--- src/rtl/ram1_loader.sv ---
// ram1_loader: packs an 8-bit valid/ready byte stream into 24-bit words (big-endian)
// and writes them to consecutive RAM1 addresses starting at BASE_ADDR, then raises done.
module ram1_loader #(
    parameter logic [19:0] BASE_ADDR = 20'd0,
    parameter int unsigned MAX_WORDS = 1024
) (
    input  logic        clk,
    input  logic        rst,
    input  logic        start,
    input  logic [7:0]  in_data,
    input  logic        in_valid,
    input  logic        in_last,
    output logic        in_ready,
    output logic [23:0] RAM1_D,
    output logic [19:0] RAM1_A,
    output logic        RAM1_WE,
    output logic        RAM1_OE,
    output logic [19:0] word_count,
    output logic        done,
    output logic        overflow
);

    // 21 bits so a capacity of exactly 2^20 words is representable.
    localparam logic [20:0] MaxWords = 21'(MAX_WORDS);

    typedef enum logic [1:0] {StIdle, StCollect, StWrite, StDone} state_e;

    state_e      state_q, state_d;
    logic [23:0] word_q, word_d;
    logic [1:0]  byte_idx_q, byte_idx_d;
    logic [19:0] addr_q, addr_d;
    logic [19:0] word_count_q, word_count_d;
    logic        overflow_q, overflow_d;
    logic        last_q, last_d;

    logic [20:0] count_inc;
    logic        full;

    assign count_inc = {1'b0, word_count_q} + 21'd1;
    assign full      = (count_inc == MaxWords);

    // Outputs decoded from registered state only.
    assign in_ready   = (state_q == StCollect);
    assign RAM1_WE    = (state_q == StWrite);
    assign RAM1_D     = (state_q == StWrite) ? word_q : 24'd0;
    assign RAM1_A     = addr_q;
    assign RAM1_OE    = 1'b0;
    assign word_count = word_count_q;
    assign done       = (state_q == StDone);
    assign overflow   = overflow_q;

    // Next-state logic: arming, byte packing and word write bookkeeping.
    always_comb begin
        state_d      = state_q;
        word_d       = word_q;
        byte_idx_d   = byte_idx_q;
        addr_d       = addr_q;
        word_count_d = word_count_q;
        overflow_d   = overflow_q;
        last_d       = last_q;
        unique case (state_q)
            StIdle, StDone: begin
                if (start) begin
                    state_d      = StCollect;
                    word_d       = 24'd0;
                    byte_idx_d   = 2'd0;
                    addr_d       = BASE_ADDR;
                    word_count_d = 20'd0;
                    overflow_d   = 1'b0;
                    last_d       = 1'b0;
                end
            end
            StCollect: begin
                if (in_valid && in_ready) begin
                    case (byte_idx_q)
                        2'd0:    word_d[23:16] = in_data;
                        2'd1:    word_d[15:8]  = in_data;
                        default: word_d[7:0]   = in_data;
                    endcase
                    if (byte_idx_q == 2'd2 || in_last) begin
                        state_d = StWrite;
                        last_d  = in_last;
                    end else begin
                        byte_idx_d = byte_idx_q + 2'd1;
                    end
                end
            end
            StWrite: begin
                // Saturate rather than wrap when capacity is exactly 2^20 words.
                word_count_d = count_inc[20] ? 20'hFFFFF : count_inc[19:0];
                word_d       = 24'd0;
                byte_idx_d   = 2'd0;
                last_d       = 1'b0;
                // Hold addr on the final word so it never passes the last valid address.
                if (!full) begin
                    addr_d = addr_q + 20'd1;
                end
                if (last_q) begin
                    state_d = StDone;
                end else if (full) begin
                    state_d    = StDone;
                    overflow_d = 1'b1;
                end else begin
                    state_d = StCollect;
                end
            end
            default: state_d = StIdle;
        endcase
    end

    // State register with synchronous active-high reset.
    always_ff @(posedge clk) begin
        if (rst) begin
            state_q      <= StIdle;
            word_q       <= 24'd0;
            byte_idx_q   <= 2'd0;
            addr_q       <= BASE_ADDR;
            word_count_q <= 20'd0;
            overflow_q   <= 1'b0;
            last_q       <= 1'b0;
        end else begin
            state_q      <= state_d;
            word_q       <= word_d;
            byte_idx_q   <= byte_idx_d;
            addr_q       <= addr_d;
            word_count_q <= word_count_d;
            overflow_q   <= overflow_d;
            last_q       <= last_d;
        end
    end

endmodule

--- config.mk ---
export PLATFORM = sky130hd
export DESIGN_NAME = ram1_loader
export DESIGN_NICKNAME = d
export VERILOG_FILES = /design/src/rtl/ram1_loader.sv
export SDC_FILE = /design/constraint.sdc
export NUM_CORES = 1
export LEC_CHECK = 0
export CORE_MARGIN = 2
export CORE_UTILIZATION = 47
export CTS_CLUSTER_SIZE = 16
export DETAILED_ROUTE_END_ITERATION = 8
export PLACE_DENSITY_LB_ADDON = 0.05
export SYNTH_ARGS = -nofsm -noshare
export SYNTH_HDL_FRONTEND = slang
export SYNTH_SLANG_ARGS = --single-unit
--- constraint.sdc ---
create_clock -name clk -period 2.32 [get_ports clk]
set_input_delay 0.348 -clock clk [delete_from_list [all_inputs] [get_ports clk]]
set_output_delay 0.348 -clock clk [all_outputs]
set_load 0.05 [all_outputs]
==> flow_summary.json <==
{
  "route.detailed.drc": 0,
  "avgSynthCellArea_sq_um": 8.04,
  "violations": "negative setup slack",
  "pre_cts_slack_ns": -0.0705,
  "wl_met2_microns": 5090,
  "yosys.cell_types.count": 59,
  "worstPathMaxFanout": 8,
  "layout.nets": 619,
  "clk_pin_slew_worst_paths_ns": 0.08,
  "drive_above_1_share_pct": 22.0,
  "clock_tree.root_cell": "clkbuf_8",
  "numCtsBuffers": 9,
  "clock_latency_ns": 0.35,
  "die_h_microns": 95.2,
  "antenna_cells": 0,
  "multi_input_area_sq_um": 2440,
  "cts_tree": "done",
  "async_flop_share_pct": 0,
  "syn-cell-area_sq_um": 3910,
  "ys.flop_type": "dfxtp_1",
  "fin_setup_tns_ns": -0.149,
  "yosys_warnings": 0,
  "min-delay-path-class": "in -> reg",
  "wl_met1_microns": 5000,
  "synthToLayoutAreaGrowth_pct": 41.4,
  "detailed_place_hpwl_microns": 7670,
  "power.density_nw_per_um2": 498,
  "die_w_microns": 95.2,
  "endpoint_kind": "register",
  "core_sq_um": 8130,
  "rows": 33,
  "cp.required_ns": 2.61,
  "finalSetupViolCount": 4,
  "r2r_cells": 9,
  "top_layer_used": "met4",
  "viasPerCell": 5.65,
  "wl_per_cell_microns": 15.4,
  "setup_slack_ns": -0.0679,
  "clk_path_buf_depth": 2,
  "overflow": 0,
  "drt_iter0_markers": 183,
  "drt-total-wl_microns": 10900,
  "met3WireLength_microns": 626,
  "grt_max_degree": 53,
  "rsz0062_at_grt": "true",
  "ys_seq_area_share_pct": 35.9,
  "initial_core_util_pct": 48.0,
  "cp.arrival_ns": 2.68,
  "ir_drop_mv": 0.304,
  "synth-edff-count": 0,
  "syn-num-nets": 508,
  "max_clock_freq_mhz": 419,
  "grt_pass1_vias": 3785,
  "grt_pass1_wl_microns": 17700,
  "num_vias": 3989,
  "maxSlewHeadroom_pct": 63.0,
  "stdcell_count": 706,
  "worst_pin_slew_ns": 0.556,
  "antenna_left": 0,
  "fin_crit_ns": 2.39,
  "skew_ns": 0.0149,
  "power_mw": 2.75,
  "status": "complete, but fails checks",
  "die_area_sq_um": 9060,
  "routabilityCongestion": 0.874,
  "worstSetupPathType": "reg -> reg",
  "first_pass_iters": 5,
  "power.leakage_nw": 2.19,
  "grt_usage_pct": 24.6,
  "cap_violations": 0,
  "fill_cells": 702,
  "cp-start-kind": "register",
  "worstHoldPathCells": 4,
  "synth_cells": 486,
  "portBuffers": 80,
  "timing.final.crit_share_pct": 103,
  "antenna_found_initial": 0,
  "dpl.cell_count": 689,
  "final-max-slew-violation-count": 0,
  "cts_sinks": 70,
  "hold_viol": 0,
  "htreeDepth": 3,
  "synth_seq_cells": 70,
  "ios": 82,
  "ff_latch_area_sq_um": 1450
}
==> worst max-delay path, stage by stage (launching register included) <==
cell and delay (ns):
dfxtp_4 0.39, ha_4 0.15, nand3_4 0.09, buf_4 0.15
xnor2_1 0.20, a2bb2oi_2 0.10, a2111o_1 0.48, o31a_1 0.40
a31o_1 0.26, a21oi_2 0.11
==> final timing paths <==
path	start	end	slack, ns
worst max-delay path	word_count[0]$_SDFFE_PP0P_	RAM1_A[14]$_SDFFE_PP0P_	-0.07
worst min-delay path	rst	RAM1_A[16]$_SDFFE_PP0P_	0.47
worst min register to register	RAM1_A[11]$_SDFFE_PP0P_	RAM1_A[11]$_SDFFE_PP0P_	0.50
worst max register to register	word_count[0]$_SDFFE_PP0P_	RAM1_A[14]$_SDFFE_PP0P_	-0.07
==> logic make-up (layout without fill, tap and decap cells) <==
group / after synthesis / after routing / share of synthesized area [%]
muxes: 27 / 27 / 6.95
and+or+nand+nor: 218 / 218 / 30.6
AOI/OAI and AO/OA: 115 / 115 / 18.1
other: 1 / 1 / 0.0960
xor gates and xnor gates: 6 / 6 / 1.35
adders and majority gates: 9 / 9 / 2.88
buffers and inverters: 40 / 155 / 4.19
DFF: 70 / 70 / 35.9
==> registers in the layout, indices dropped and copies added (netlist names) <==
register,cells
state_q,2
word_q,24
last_q,1
RAM1_A,20
byte_idx_q,2
word_count,20
overflow,1
==> cell type report <==
class	count	share of cell area (%)
multi-input combinational	376	44.2
timing repair buffer	131	23.6
tap	105	2.38
clock inverter	6	0.657
inverter	9	0.611
sequential	70	26.3
clock buffer	9	2.24
==> layer usage <==
layer / track usage [%] / vias up
met4: 10.7 / 0
met5: 0 / -
met3: 4.51 / 13
met1: 33.0 / 1885
li1: - / 1965
met2: 38.5 / 126
==> per-stage QoR <==
step                      instance area (sq um)  utilization [%]  hold slack, ns
after floorplan                            4020                -           0.452
after global placement                     5290             65.0           0.467
after detailed placement                   5290             65.0           0.480
after CTS                                  5470             67.3           0.455
after global routing                       5530             67.9           0.478
final                                      5530             67.9           0.472
==> report_power, final <==
part	leakage, nW	internal [mW]	switching, mW	total [mW]
clock network	0.0899	0.381	0.478	0.859
logic	1.52	0.256	0.374	0.630
registers	0.578	1.23	0.0287	1.26
total	2.19	1.87	0.880	2.75
==> layout by cell type (no fill, tap or decap), types with 5 or more instances in the layout <==
| cell type | netlist | layout |
|---|---|---|
| buf_4 | 1 | 61 |
| o21a_1 | 5 | 5 |
| o21ai_0 | 29 | 28 |
| o31ai_1 | 5 | 5 |
| or3_1 | 6 | 5 |
| nand4_1 | 7 | 7 |
| dfxtp_2 | 0 | 6 |
| dfxtp_1 | 70 | 52 |
| nor3_1 | 12 | 10 |
| a22oi_1 | 6 | 6 |
| dfxtp_4 | 0 | 12 |
| ha_1 | 9 | 7 |
| mux2i_1 | 26 | 26 |
| clkdlybuf4s50_1 | 0 | 53 |
| nor2_1 | 46 | 46 |
| inv_1 | 9 | 9 |
| a21oi_1 | 37 | 36 |
| nand2b_1 | 5 | 5 |
| nand3_1 | 14 | 13 |
| and3_1 | 10 | 10 |
| clkbuf_8 | 0 | 9 |
| buf_12 | 0 | 15 |
| nand2_1 | 48 | 47 |
| and2_1 | 37 | 37 |
| or4_1 | 8 | 8 |
| o21ai_1 | 8 | 9 |
| nand4b_1 | 8 | 8 |
==> synthesized netlist by cell type, types with 9 or more instances <==
cell type,count,area (sq um)
dfxtp_1,70,1400
nand2_1,48,180
nor2_1,46,173
a21oi_1,37,185
and2_1,37,231
o21ai_0,29,145
mux2i_1,26,260
clkbuf_1,25,93.8
nand3_1,14,70.1
nor3_1,12,60.1
and3_1,10,62.6
ha_1,9,113
inv_1,9,33.8
==> timing repair <==
action / in CTS / in global routing
pin swaps: 3 / 7
hold buffers: 0 / 0
buffers inserted: 1 / 1
endpoints found under the hold margin: 0 / 0
resized for setup: 3 / 10
endpoints found under the setup margin: 9 / 32
(Power assumes the default switching activity.)
